==> src/rtl/meteor_pkg.sv <==
// Shared types and screen defaults for the meteor spawner.
// The slot record keeps only what the movement and draw logic need.
package meteor_pkg;

   typedef enum logic [1:0] {IDLE, UPDATE, SPAWN} state_t;

   typedef struct packed {
      logic              active;
      logic [9:0]        x;
      logic [9:0]        y;
      logic signed [3:0] dx;
      logic [2:0]        dy;
   } meteor_t;

   localparam int DEF_SCREEN_W    = 640;
   localparam int DEF_SCREEN_H    = 480;
   localparam int DEF_METEOR_SIZE = 16;

   // A seed past the right edge folds back by 512 so the sprite stays on screen.
   function automatic logic [9:0] clamp_spawn_x(input logic [9:0] pos, input int limit);
      return (int'(pos) <= limit) ? pos : pos - 10'd512;
   endfunction

endpackage

==> src/rtl/meteor_slot_alloc.sv <==
// Lowest-index free slot finder over the registered active mask.
module meteor_slot_alloc
   import meteor_pkg::*;
#(
   parameter int NUM_METEORS = 8
) (
   input  logic [NUM_METEORS-1:0]         mask,
   output logic                           free_found,
   output logic [$clog2(NUM_METEORS)-1:0] free_idx
);
   localparam int IW = $clog2(NUM_METEORS);

   always_comb begin
      free_found = 1'b0;
      free_idx   = '0;
      // Descending scan so the lowest free index is the last one written.
      for (int i = NUM_METEORS - 1; i >= 0; i--) begin
         if (!mask[i]) begin
            free_found = 1'b1;
            free_idx   = IW'(i);
         end
      end
   end

endmodule

==> src/rtl/meteor_spawner.sv <==
// Meteor slot pool: per-frame movement pass, periodic spawning and indexed
// kill/read access for the draw and collision logic.
module meteor_spawner
   import meteor_pkg::*;
#(
   parameter int NUM_METEORS  = 8,
   parameter int SPAWN_PERIOD = 60,
   parameter int SCREEN_W     = DEF_SCREEN_W,
   parameter int SCREEN_H     = DEF_SCREEN_H,
   parameter int METEOR_SIZE  = DEF_METEOR_SIZE
) (
   input  logic                           Clk,
   input  logic                           Reset,
   input  logic                           frame_clk,
   input  logic [9:0]                     new_pos,
   input  logic [2:0]                     x_speed,
   input  logic [2:0]                     y_speed,
   input  logic                           sign,
   input  logic                           kill_valid,
   input  logic [$clog2(NUM_METEORS)-1:0] kill_idx,
   input  logic [$clog2(NUM_METEORS)-1:0] rd_idx,
   output logic                           rd_active,
   output logic [9:0]                     rd_x,
   output logic [9:0]                     rd_y,
   output logic [NUM_METEORS-1:0]         active_mask,
   output logic [$clog2(NUM_METEORS):0]   meteor_count,
   output logic                           spawn_pulse
);
   localparam int IW = $clog2(NUM_METEORS);
   localparam int CW = IW + 1;
   localparam int TW = (SPAWN_PERIOD > 1) ? $clog2(SPAWN_PERIOD) : 1;

   meteor_t          slots [NUM_METEORS];
   state_t           state;
   logic [IW-1:0]    idx;
   logic [TW-1:0]    timer;
   logic             spawn_pending;
   logic             frame_clk_d;
   logic             frame_tick;
   logic             free_found;
   logic [IW-1:0]    free_idx;
   logic [NUM_METEORS-1:0] mask;
   logic [CW-1:0]    count;
   meteor_t          cur;
   logic signed [10:0] nx;
   logic [10:0]      ny;
   logic             off_screen;
   logic             do_spawn;
   meteor_t          spawn_slot;

   always_comb begin
      mask  = '0;
      count = '0;
      for (int i = 0; i < NUM_METEORS; i++) begin
         mask[i] = slots[i].active;
         count   = count + CW'(slots[i].active);
      end
   end

   meteor_slot_alloc #(.NUM_METEORS(NUM_METEORS)) u_alloc (
      .mask       (mask),
      .free_found (free_found),
      .free_idx   (free_idx)
   );

   assign frame_tick = frame_clk & ~frame_clk_d;
   assign cur        = slots[idx];
   assign nx         = $signed({1'b0, cur.x}) + $signed({{7{cur.dx[3]}}, cur.dx});
   assign ny         = {1'b0, cur.y} + {8'b0, cur.dy};
   // Bit 10 of nx covers both negative results and the unreachable >1023 case.
   assign off_screen = nx[10] || (nx[9:0] >= 10'(SCREEN_W)) || (ny >= 11'(SCREEN_H));
   assign do_spawn   = (state == SPAWN) && spawn_pending && free_found;

   always_comb begin
      spawn_slot        = '0;
      spawn_slot.active = 1'b1;
      spawn_slot.x      = clamp_spawn_x(new_pos, SCREEN_W - METEOR_SIZE);
      spawn_slot.y      = '0;
      spawn_slot.dx     = sign ? -$signed({1'b0, x_speed}) : $signed({1'b0, x_speed});
      spawn_slot.dy     = (y_speed == 3'd0) ? 3'd1 : y_speed;
   end

   always_ff @(posedge Clk) begin
      if (Reset) begin
         for (int i = 0; i < NUM_METEORS; i++) slots[i] <= '0;
         state         <= IDLE;
         idx           <= '0;
         timer         <= '0;
         spawn_pending <= 1'b0;
         spawn_pulse   <= 1'b0;
         frame_clk_d   <= frame_clk;
      end else begin
         frame_clk_d <= frame_clk;
         spawn_pulse <= do_spawn;
         if (frame_tick) begin
            if (timer == TW'(SPAWN_PERIOD - 1)) begin
               timer         <= '0;
               spawn_pending <= 1'b1;
            end else begin
               timer <= timer + 1'b1;
            end
         end
         case (state)
            IDLE: begin
               if (frame_tick) begin
                  state <= UPDATE;
                  idx   <= '0;
               end
            end
            UPDATE: begin
               if (cur.active) begin
                  if (off_screen) begin
                     slots[idx].active <= 1'b0;
                  end else begin
                     slots[idx].x <= nx[9:0];
                     slots[idx].y <= ny[9:0];
                  end
               end
               if (idx == IW'(NUM_METEORS - 1)) state <= SPAWN;
               else                             idx   <= idx + 1'b1;
            end
            SPAWN: begin
               spawn_pending <= 1'b0;
               state         <= IDLE;
            end
            default: state <= IDLE;
         endcase
         // Kill overrides the pass write; an allocation overrides the kill.
         if (kill_valid) slots[kill_idx].active <= 1'b0;
         if (do_spawn)   slots[free_idx] <= spawn_slot;
      end
   end

   assign rd_active    = slots[rd_idx].active;
   assign rd_x         = slots[rd_idx].x;
   assign rd_y         = slots[rd_idx].y;
   assign active_mask  = mask;
   assign meteor_count = count;

endmodule

==> config.mk <==
export PLATFORM = sky130hd
export DESIGN_NAME = meteor_spawner
export DESIGN_NICKNAME = d
export VERILOG_FILES = /design/src/rtl/meteor_pkg.sv /design/src/rtl/meteor_slot_alloc.sv /design/src/rtl/meteor_spawner.sv
export SDC_FILE = /design/constraint.sdc
export NUM_CORES = 1
export LEC_CHECK = 0
export ABC_AREA = 1
export BUFFER_PORTS_ARGS = -buffer_cell sky130_fd_sc_hd__buf_4
export CAP_MARGIN = 20
export CELL_PAD_IN_SITES_DETAIL_PLACEMENT = 1
export CELL_PAD_IN_SITES_GLOBAL_PLACEMENT = 2
export CORE_ASPECT_RATIO = 1.75
export CORE_MARGIN = 10
export CORE_UTILIZATION = 41
export DETAILED_ROUTE_END_ITERATION = 10
export PLACE_DENSITY_LB_ADDON = 0.2
export SLEW_MARGIN = 20
export SYNTH_ARGS = -nofsm -noshare
export SYNTH_HDL_FRONTEND = slang
export SYNTH_HIERARCHICAL = 1
export SYNTH_SLANG_ARGS = --single-unit
export TNS_END_PERCENT = 5
==> constraint.sdc <==
create_clock -name Clk -period 9.95 [get_ports Clk]
set_input_delay 1.99 -clock Clk [delete_from_list [all_inputs] [get_ports Clk]]
set_output_delay 1.99 -clock Clk [all_outputs]
set_load 0.02 [all_outputs]
Yosys cells after proc, flatten, opt, wreduce, memory -nomap -nowiden
Memory sizes are Yosys's and may differ from the RTL's. A register that Yosys moved wholly into a read port is not among the register bits.
Index checks and enable logic that the tools add are counted.
{ "word_totals": {"input_bits": 27, "rom_bits": 0, "elab_cells": 108, "output_inout_bits": 34, "latch_bits": 0, "mem_count": 1, "register_bits": 14, "ramBits": 224} }
{ "op_classes": {"eq_ne": 8, "mul": 0, "order_cmp": 3, "n_reduce_logical": 14, "n_bitwise": 8, "div_mod_pow": 0, "n_addsub": 13, "n_shift": 0, "n_mux": 55} }
{ "mem_list": {"columns": ["memory", "words", "word_bits", "rd", "rd_ports_with_merged_regs", "wr", "line_no", "source"], "rows": [
  ["slots", 8, 28, 10, 1, 8, "meteor_spawner.sv:33", "meteor_t slots [NUM_METEORS];"]
]} }
{ "op_table": {"columns": ["operator", "count"], "rows": [
  ["$mux 28", 3],
  ["$reduce_or 28->1", 3],
  ["$mux 3", 18],
  ["$mux 1", 26],
  ["$add 4x1->4", 4],
  ["$add 10x3->11", 1],
  ["$add 11x4->11", 1],
  ["$ge 11x9->1 const B", 1],
  ["$ge 10x10->1 const B", 1],
  ["$le 10x10->1 const B", 1],
  ["$mux 10", 1],
  ["$sub 10x10->10 const B", 1],
  ["$add 6x1->6 const B", 1],
  ["$eq 6x6->1 const B", 1],
  ["$mux 2", 3],
  ["$mux 6", 1],
  ["$ne 2x2->1 const B", 3],
  ["$pmux 3 s2", 1],
  ["$add 3x1->4", 1],
  ["$and 1x1->1", 4],
  ["$mux 4", 1],
  ["$neg 3->4", 1],
  ["$pmux 2 s2", 1],
  ["$reduce_and 2->1", 2],
  ["other kinds (16)", 20]
]} }

Logic depth before layout (Yosys ltp)
An unclocked memory read counts as a cell.
{ "logic_depth": {"ltp_word": 18, "ltp_mapped": 28, "ltp_nobuf": 24} }

Hierarchy
Netlist, hierarchy kept.
{ "modules_own_cells": {"columns": ["module", "cells_per_inst", "seq_area_each_um2", "instances", "area_each_um2"], "rows": [
  ["meteor_spawner", 1612, 6986.7, 1, 13352.8],
  ["meteor_slot_alloc", 18, 0.0, 1, 78.8]
]} }

Least setup slack after synthesis
Ideal clock, no wire load.
{ "synth_path": {"path_kind": "input -> output", "startpoint": "in rd_idx[0]", "endpoint": "out rd_x[1]", "arrival_time_ps": 3232, "required_time_ps": 7960, "slack_ps": 4728, "stages": 7, "n_path_buf": 2, "cell_sequence": "inv_1 -> clkbuf_1 -> clkbuf_1 -> nor2_1 -> o21ai_0 -> a21oi_1 -> a31oi_1"} }
{ "synth_via": {"elab_chain_cells": 1} }
{ "synth_rtl": {"columns": ["element", "line_no", "source"], "rows": [
  ["from (decl)", "meteor_spawner.sv:21", "input logic [$clog2(NUM_METEORS)-1:0] rd_idx,"],
  ["$mem_v2 8x28", null, null],
  ["to (decl)", "meteor_spawner.sv:23", "output logic [9:0] rd_x,"]
]} }
No other way between the ends.

Worst setup path in the final report
{ "layout_path": {"startpoint": "in rd_idx[1]", "endpoint": "out rd_x[5]"} }
Same word-level chain as after synthesis.

==> metrics <==
EDFF count, synth=216; H-tree Lvls=1; clock sinks=241; Post-Synthesis Cells=1,630; RSZ-0062 raised after global routing=false; post-route ant nets=0; Synth cell types=37; critical path class=in -> out; IO Pins=61; CP dominant cell by count=buf_4; Peak VDD IR=0.1420 mV; static leakage=0.006030 uW; Setup crit start kind=primary input; number of global-route vias before repair=12,560; Area Overhead vs Synth=10.59%; Post-Route Setup TNS=0 ps; most frequent cells after synthesis=nor2_1 (337), nand2_1 (236), edfxtp_1 (216); largest net degree at the start of global routing=70; initial antenna violation count=0; Hold Fails Final Rpt=0; synth top area cells=edfxtp_1 (48%), nor2_1 (9.4%), o21ai_0 (7.7%); final global-route overflow total=0; max cap viols=0; Warnings, synthesis=6; 1st-iter DRT viols=594; # fillers=3,889; dominant cell type by area after synthesis=edfxtp_1; slowest stage delay, CP=850 ps; Yosys top cell area share=0.4829; Clock Latency Late Sink=560 ps; port bufs=60; fin crit period=6766 ps; critical path peak fanout=50; fin worst setup slack=3184 ps; Syn Std Cell Area=13,430 um2; WP data required=7960 ps; synthesized flop and latch total=241; diode count=0; drt drc=0; die area=40,680 um2; Avg Cell Area, Syn=8.240 um2; Starting Density=0.4155; CTS tree=built; Nets=1,689; Slowest-stage cell, CP=clkinv_1; Pins Over Slew Limit=0; detailed placement HPWL=37,870 um; post-CTS setup buffers=0; mean routed wirelength per cell=24.89 um; Core Region=32,330 um2; fraction of layout cells with a size suffix above 1=0.07329; worst path bufs/invs=4; worst-path cell chain=buf_4, clkinv_1, buf_4, a21oi_1, a31oi_1, buf_4; gr usage total=0.2506; Placement Rows=87; top-count cell post-synth=nor2_1; Worst slew margin=0.2253; crit path capture type=primary output; Max Fclk=147.8 MHz; Hold Path Class=reg -> reg; die span in y=259.4 um; Seq/Total Area, Yosys=0.5202; GP Congestion=0.9240; PD cells=168.2 nW/um2; pre-CTS WS=3267 ps; Final setup viols=0; post-cts hold buffer count=0; drt pass-1 iters=5; CTS Buffer Depth=3; post-DR vias/cell=5.721; Clock transition at path regs=70 ps; clk root buf=clkbuf_16; Post-CTS Resized=0; total CTS buffers=23; vias after detailed routing=11,730; Chip Width=156.8 um; CP top delay family=buffers and inverters; first-pass GRT wire length=76,030 um; CP arrival=4780 ps; Synth Flop Type=edfxtp_1; Async SR Flop Fraction=0; Final Skew=20.71 ps; status=finished clean; Tightest Pin Transition=1154 ps; Routed WL=51,050 um; Final Cycle Share=0.6800
-- cells in the final DEF, fill, tap and decap left out, types with 4 or more instances in the layout --
cell	instances
buf_4	77
nor4_1	8
o21ai_0	199
nor2_1	337
a221oi_1	7
conb_1	8
clkinv_1	9
nand2_1	236
inv_1	173
a21oi_1	104
fa_1	6
dfxtp_1	23
xnor2_1	6
o21ai_1	7
nand4_1	7
ha_1	20
o22ai_1	10
clkbuf_16	23
edfxtp_1	216
a31oi_1	39
nand3_1	64
nor3_1	4
xor2_1	9
o211ai_1	27
or2_2	4
-- per-stage QoR --
step	hold slack [ps]	total power (uW)	utilization	area [um2]	instances
floorplan	438.2	1409	-	13460	1637
global placement	452.0	1602	0.4360	14090	2011
CTS	488.9	2509	0.4594	14850	2051
global route	519.8	2584	0.4595	14850	2051
detailed placement	477.1	1608	0.4361	14100	2011
finish	484.5	2498	0.4595	14850	2051
-- metal layers --
layer | global-route usage | up-vias | wire length [um]
met5 | 0 | - | 0
met4 | 0.2016 | 0 | 4620
met3 | 0.02985 | 157 | 1729
met2 | 0.4810 | 326 | 28000
met1 | 0.2273 | 5764 | 16690
li1 | - | 5487 | -
-- final timing paths --
kind                 start             to  slack (ps)  depth (start not counted)
min          spawn_pending  spawn_pending         480                          2
max              rd_idx[1]        rd_x[5]        3180                          6
min reg2reg  spawn_pending  spawn_pending         480                          2
max reg2reg      flip-flop   slots[0][18]        3510                         16
-- where the power goes --
| group | internal [uW] | switching (uW) | total [uW] | leakage (uW) |
|---|---|---|---|---|
| logic | 103 | 331 | 434 | 0.00324 |
| registers | 1130 | 19.8 | 1150 | 0.00243 |
| clock network | 507 | 405 | 911 | 0.000363 |
| total | 1740 | 756 | 2500 | 0.00603 |
-- kinds of logic after synthesis --
| kind of cell | after synthesis | share of synthesized area |
|---|---|---|
| adders and majority gates | 26 | 0.02757 |
| buffers and inverters | 283 | 0.08356 |
| AOI/OAI and AO/OA | 400 | 0.1620 |
| and+or+nand+nor | 663 | 0.1959 |
| muxes | 1 | 0.0007453 |
| DFF | 241 | 0.5202 |
| other | 1 | 0.0002792 |
| xor gates and xnor gates | 15 | 0.009781 |
-- registers in the layout (all words and copies together) (netlist names), named ones only --
| signal | count |
|---|---|
| frame_clk_d | 1 |
| idx | 3 |
| slots | 224 |
| spawn_pending | 1 |
| spawn_pulse | 1 |
| state | 2 |
| timer | 6 |
-- worst reg2reg max path: cells and delay by family, from the launching register on --
| kind | cells | cell delay, ps |
|---|---|---|
| AND/OR/NAND/NOR | 8 | 2820 |
| AO/OA/AOI/OAI | 6 | 1870 |
| buffers and inverters | 1 | 580 |
| flip-flops | 1 | 530 |
| adder cells (fa/ha/maj) | 1 | 230 |
-- area by class of cell --
cell class	instances	area, um2	share of cell area
sequential	241	6992	0.4707
multi-input combinational	1113	5353	0.3603
inverter	180	676.9	0.04557
clock buffer	26	586.8	0.03950
timing repair buffer	77	578.1	0.03892
tap	400	500.5	0.03369
clock inverter	14	167.7	0.01129
Power figures use the tool's default switching activity.
